### src/rtl/svi_capture_bank_pkg.sv
// rtl/svi_capture_bank_pkg.sv - shared defaults, index-width helper and report FSM states
package svi_capture_bank_pkg;

   localparam int SVI_N_CHAN_DEF = 4;
   localparam int SVI_WIDTH_DEF  = 8;

   // Width of a channel index; never below 1 so a 2-channel bank still has a port bit.
   function automatic int chan_w(input int n);
      return (n <= 2) ? 1 : $clog2(n);
   endfunction

   typedef enum logic {
      ST_IDLE    = 1'b0,
      ST_PRESENT = 1'b1
   } state_t;

endpackage

### src/rtl/svi_capture_bank_rr_arbiter.sv
// rtl/svi_capture_bank_rr_arbiter.sv - round-robin arbiter with registered last-grant pointer
//   i_clk, i_srst    : clock, synchronous active-high reset
//   i_req            : per-channel request
//   i_grant_en       : commit the current winner (advances the pointer)
//   o_grant_idx      : index of the current winner (valid when o_any)
//   o_any            : at least one request present
module rr_arbiter
   import svi_capture_bank_pkg::*;
#(
   parameter int N_CHAN = SVI_N_CHAN_DEF
) (
   input  logic                      i_clk,
   input  logic                      i_srst,
   input  logic [N_CHAN-1:0]         i_req,
   input  logic                      i_grant_en,
   output logic [chan_w(N_CHAN)-1:0] o_grant_idx,
   output logic                      o_any
);

   localparam int CW = chan_w(N_CHAN);

   logic [CW-1:0] last_q;

   assign o_any = |i_req;

   // Search begins one past the last grant and wraps, so the previous winner has lowest priority.
   always_comb begin
      int  j;
      logic found;
      j           = 0;
      found       = 1'b0;
      o_grant_idx = '0;
      for (int off = 1; off <= N_CHAN; off++) begin
         j = int'(last_q) + off;
         if (j >= N_CHAN) j = j - N_CHAN;
         if (!found && i_req[CW'(j)]) begin
            found       = 1'b1;
            o_grant_idx = CW'(j);
         end
      end
   end

   // Reset points at the top channel so channel 0 wins first.
   always_ff @(posedge i_clk) begin
      if (i_srst) begin
         last_q <= CW'(N_CHAN - 1);
      end else if (i_grant_en && o_any) begin
         last_q <= o_grant_idx;
      end
   end

endmodule

### src/rtl/svi_capture_bank.sv
// rtl/svi_capture_bank.sv - per-channel capture registers with round-robin change reporting
//   i_clk, i_srst : clock, synchronous active-high reset
//   i_x           : per-channel source values (channel k at [k*WIDTH +: WIDTH])
//   i_capture     : per-channel capture enable
//   o_y           : per-channel held values
//   o_pending     : per-channel changed-but-not-reported flags
//   o_valid       : report available; i_ready accepts it
//   o_chan/o_data : reported channel and its held value at selection time
module svi_capture_bank
   import svi_capture_bank_pkg::*;
#(
   parameter int N_CHAN = SVI_N_CHAN_DEF,
   parameter int WIDTH  = SVI_WIDTH_DEF
) (
   input  logic                      i_clk,
   input  logic                      i_srst,
   input  logic [N_CHAN*WIDTH-1:0]   i_x,
   input  logic [N_CHAN-1:0]         i_capture,
   output logic [N_CHAN*WIDTH-1:0]   o_y,
   output logic [N_CHAN-1:0]         o_pending,
   output logic                      o_valid,
   input  logic                      i_ready,
   output logic [chan_w(N_CHAN)-1:0] o_chan,
   output logic [WIDTH-1:0]          o_data
);

   localparam int CW = chan_w(N_CHAN);

   logic [WIDTH-1:0]  x_arr [N_CHAN];
   logic [WIDTH-1:0]  y_q   [N_CHAN];
   logic [N_CHAN-1:0] pend_q;
   logic [N_CHAN-1:0] pend_nxt;
   state_t            state_q;
   logic              valid_q;
   logic [CW-1:0]     chan_q;
   logic [WIDTH-1:0]  data_q;
   logic [CW-1:0]     grant_idx;
   logic              any_pend;
   logic              grant_fire;

   for (genvar k = 0; k < N_CHAN; k++) begin : g_chan
      assign x_arr[k]                 = i_x[k*WIDTH +: WIDTH];
      assign o_y[k*WIDTH +: WIDTH]    = y_q[k];
   end

   assign o_pending = pend_q;
   assign o_valid   = valid_q;
   assign o_chan    = chan_q;
   assign o_data    = data_q;

   rr_arbiter #(
      .N_CHAN (N_CHAN)
   ) u_arb (
      .i_clk       (i_clk),
      .i_srst      (i_srst),
      .i_req       (pend_q),
      .i_grant_en  (grant_fire),
      .o_grant_idx (grant_idx),
      .o_any       (any_pend)
   );

   // A new report is selected from IDLE, or from PRESENT on the accepting edge.
   assign grant_fire = any_pend && ((state_q == ST_IDLE) || i_ready);

   // Grant clears first; a value-changing capture on the same edge re-sets the bit.
   always_comb begin
      pend_nxt = pend_q;
      if (grant_fire) pend_nxt[grant_idx] = 1'b0;
      for (int k = 0; k < N_CHAN; k++) begin
         if (i_capture[k] && (x_arr[k] != y_q[k])) pend_nxt[k] = 1'b1;
      end
   end

   always_ff @(posedge i_clk) begin
      if (i_srst) begin
         state_q <= ST_IDLE;
         valid_q <= 1'b0;
         chan_q  <= '0;
         data_q  <= '0;
         pend_q  <= '0;
         for (int k = 0; k < N_CHAN; k++) y_q[k] <= '0;
      end else begin
         pend_q <= pend_nxt;
         for (int k = 0; k < N_CHAN; k++) begin
            if (i_capture[k]) y_q[k] <= x_arr[k];
         end
         // o_data takes the pre-edge held value, so a same-edge capture never leaks into it.
         case (state_q)
            ST_IDLE: begin
               if (grant_fire) begin
                  state_q <= ST_PRESENT;
                  valid_q <= 1'b1;
                  chan_q  <= grant_idx;
                  data_q  <= y_q[grant_idx];
               end
            end
            ST_PRESENT: begin
               if (grant_fire) begin
                  chan_q  <= grant_idx;
                  data_q  <= y_q[grant_idx];
               end else if (i_ready) begin
                  state_q <= ST_IDLE;
                  valid_q <= 1'b0;
               end
            end
            default: begin
               state_q <= ST_IDLE;
               valid_q <= 1'b0;
            end
         endcase
      end
   end

endmodule

### config.mk
export PLATFORM = sky130hd
export DESIGN_NAME = svi_capture_bank
export DESIGN_NICKNAME = d
export VERILOG_FILES = /design/src/rtl/svi_capture_bank_pkg.sv /design/src/rtl/svi_capture_bank_rr_arbiter.sv /design/src/rtl/svi_capture_bank.sv
export SDC_FILE = /design/constraint.sdc
export NUM_CORES = 1
export LEC_CHECK = 0
export ABC_AREA = 1
export CAP_MARGIN = 0
export CORE_MARGIN = 4
export CORE_UTILIZATION = 43
export CTS_CLUSTER_DIAMETER = 150
export DETAILED_ROUTE_END_ITERATION = 8
export PLACE_DENSITY = 0.82
export SLEW_MARGIN = 10
export SYNTH_ARGS = -nofsm -noshare
export SYNTH_HDL_FRONTEND = slang
export SYNTH_SLANG_ARGS = --single-unit
### constraint.sdc
create_clock -name i_clk -period 1.56 [get_ports i_clk]
set_input_delay 0.312 -clock i_clk [delete_from_list [all_inputs] [get_ports i_clk]]
set_output_delay 0.312 -clock i_clk [all_outputs]
set_load 0.005 [all_outputs]
==> flow_summary_export.csv <==
group,metric,value,unit
global_route,grt_max_degree,16,
clock_tree,clock-sinks,50,
setup_path,worstPathArrival,2.13,ns
route,drt_iter0_drc,340,
pwr,power_density,1840,mW/mm2
layout,syn_to_final_growth,71.6,%
setup_path,max_stage_delay,0.40,ns
setup_path,worstSetupPathType,"register to register",
timing,setup_tns,-4.53,ns
layout,final_util,77.3,%
placement,place_hpwl,6.64,mm
global_route,grt_pass1_vias,3536,
placement,gp_congestion,0.930,
synthesis,synthMuxAreaShare,0,%
timing,setup_violations,17,
route,num_vias,3545,
setup_path,start_kind,"register",
synthesis,synth_compound_area_share,5.34,%
setup_path,ff2ff_setup_slack,-0.36,ns
timing,fin_ws,-0.355,ns
clock_tree,htree_levels,2,
flow_run,maxCapViolations,0,
timing,slew_violations,0,
timing,skew,0.0104,ns
setup_path,crit_slowest_cell,"dfxtp_4",
setup_path,startpoint,"u_arb.last_q[0]$_SDFFE_PP1P_",
clock_tree,insertion_delay,0.32,ns
timing,rsz0062_at_grt,"yes",
timing,tightest_slew,0.454,ns
setup_path,reg2regPathDepth,14,
die,pin_count,86,
route,drt-pass1-iter-count,6,
clock_tree,cts_buffer_depth,2,
outcome,violations,"negative setup slack",
synthesis,synth_top_area_cell,"edfxtp_1",
synthesis,synth_warnings,0,
timing,fmax,522,MHz
synthesis,synth_nets,425,
timing,slew_headroom,69.5,%
setup_path,cpLargestDelayFamily,"simple AND/OR/NAND/NOR gates",
clock_tree,cts.clk_slew.worst_paths,0.09,ns
synthesis,synth_edf_count,32,
placement,io_buffers,85,
die,fp.dieW,90.5,um
layout,layout.nets,588,
pwr,p_leak,2.47,nW
global_route,grt-ovfl-total,0,
synthesis,yosys.area_share.simple,32.4,%
timing,whs,0.501,ns
synthesis,synthCells,386,
route,vias_per_cell,5.65,
route,post_drt_wl_per_cell,19.0,um
setup_path,crit_end,"o_data[3]$_SDFFE_PP0P_",
synthesis,synthXorXnorAreaFrac,6.58,%
die,num_rows,29,
clock_tree,cts_tree,"built",
synthesis,synthAdderAreaFrac,0,%
route,drt-total-wl,11.9,mm
synthesis,synth_top_family_by_area,"simple AND/OR/NAND/NOR gates",
setup_path,r2r_end,"o_data[3]$_SDFFE_PP0P_",
hold_path,hold_class,"register to register",
setup_path,path_buf_inv,3,
synthesis,ys_seq_elements,50,
synthesis,yosys-top-cells-area,"edfxtp_1 (33%), dfxtp_1 (12%), nand2_1 (11%)",
global_route,track_usage,26.3,%
global_route,grt_pass1_wl,17.3,mm
die,coreArea,0.00649,mm2
layout,final_layout_size_suffix_gt1_share,32.2,%
route,remaining_drc_errors,0,
synthesis,syn_avg_cell_area,7.58,um2
setup_path,crit_cells,14,
synthesis,synth_common_cells,"nand2_1 (89), nor2_1 (58), inv_1 (54), nand3_1 (45), edfxtp_1 (32)",
die,die_h,90.5,um
synthesis,synth_cell_types,30,
clock_tree,cts-root-buf,"clkbuf_8",
setup_path,worstReg2RegStart,"u_arb.last_q[0]$_SDFFE_PP1P_",
timing,finalCriticalPeriod,1.92,ns
route,ant_nets,0,
global_route,grt_antenna_before_repair,0,
clock_tree,cts_buffers,5,
synthesis,synthFlopType,"edfxtp_1",
timing,post-route-period-util,123,%
synthesis,yosys.area.top_type_share,32.8,%
hold_path,hp-start,"o_valid$_SDFFE_PP0P_",
synthesis,ys_seq_area_share,45.1,%
pwr,irDropWorstVdd,0.854,mV
synthesis,synth_most_common_cell,"nand2_1",
setup_path,worstPathRequired,1.77,ns
pwr,fin_total_pwr,9.23,mW
setup_path,cp_max_fo,6,
setup_path,path_cells,"buf_6 -> nand2_2 -> nand3_1 -> nand2_1 -> inv_1 -> nor2_1 -> nand2_2 -> nand2_4 -> buf_12 -> nand2_8 -> nand3_1 -> nand3_1 -> nor2_1 -> nor2_1",
die,start_util,45.1,%
layout,antenna_cells,0,
synthesis,syn_area,0.00293,mm2
synthesis,async_flop_share,0,%
timing,hold_viol,0,
setup_path,worst_setup_path_end_kind,"register",
die,fp.dieArea,0.00819,mm2
outcome,outcome,"finished, violations left",
-- routing by layer --
metal	vias to the layer above	global-route usage (%)	wire, um
met1	1658	30.4	4320
met4	0	13.6	678
met5	-	0	0
met2	255	45.3	5850
met3	77	5.92	1090
li1	1555	-	-
-- registers in the layout, summed over array words and instances (netlist names) --
| name | count |
|---|---|
| o_data | 8 |
| y_q | 32 |
| o_valid | 1 |
| u_arb.last_q | 2 |
| o_pending | 4 |
| o_chan | 2 |
| state_q | 1 |
-- area by class of cell --
class                   count  area [um2]
repair buffers            164        1550
flip-flops and latches     50        1340
clock buffers               6        82.6
well taps                  77        96.3
inverters                  60         238
multi-input cells         268        1660
clock inverters             2        60.1
fillers                   419        1470
-- cells in the final DEF (no fill, tap or decap), types with 3 or more instances in the layout --
cell / netlist / routed
nand2_8: 0 / 3
dlymetal6s2s_1: 0 / 13
nor4_1: 4 / 3
nand2_2: 7 / 19
nor2_2: 3 / 4
nand3_2: 0 / 21
nor2_4: 0 / 5
o21ai_0: 8 / 7
dfxtp_4: 0 / 5
dfxtp_1: 18 / 12
clkbuf_8: 0 / 6
nand2_1: 89 / 66
or2_2: 6 / 6
edfxtp_1: 32 / 32
clkdlybuf4s50_1: 0 / 67
o211ai_1: 3 / 3
xnor2_1: 20 / 20
nand3_1: 45 / 23
a21oi_1: 4 / 3
dlygate4sd2_1: 0 / 5
nand2_4: 2 / 13
buf_4: 3 / 68
clkinv_1: 4 / 4
inv_1: 54 / 51
buf_6: 4 / 7
nor2_1: 58 / 52
nand4_1: 3 / 3
-- kinds of logic (layout without fill, tap and decap cells) --
kind of cell / after synthesis / count (layout)
compound gates: 25 / 25
xor+xnor: 22 / 22
buf+inv: 71 / 232
flops: 50 / 50
simple gates: 218 / 221
-- power by group --
part | internal [mW] | switching, mW
Clock | 0.684 | 0.459
Combinational | 2.74 | 3.42
Sequential | 1.66 | 0.259
Total | 5.08 | 4.14
-- tightest hold or removal path, cell delays in order, from the launching register on --
cell	delay [ns]
dfxtp_1	0.34
a21oi_1	0.04
nor2_1	0.08
-- worst min-delay path by stage --
stage	endpoint	cells past startpoint
floorplan	o_valid$_SDFFE_PP0P_	2
global placement	o_valid$_SDFFE_PP0P_	2
detailed placement	o_chan[0]$_SDFFE_PP0P_	2
CTS	o_chan[0]$_SDFFE_PP0P_	2
global route	o_chan[1]$_SDFFE_PP0P_	2
finish	o_valid$_SDFFE_PP0P_	2
-- what timing repair did --
item	in CTS	in global routing
gates cloned	3	1
buffers inserted	36	7
resized for setup	74	48
hold buffers	0	0
endpoints found under the setup margin	45	31
pin swaps	28	27
-- metrics by stage --
stage	cells	instance area [um2]	setup WS [ns]
4_1_cts	619	4780	-0.176
5_1_grt	627	5020	-0.448
6_report	627	5020	-0.355
3_5_place_dp	573	4080	-0.331
3_3_place_gp	573	4080	-0.218
2_1_floorplan	386	2940	-0.0393
Power figures use the tool's default switching activity.
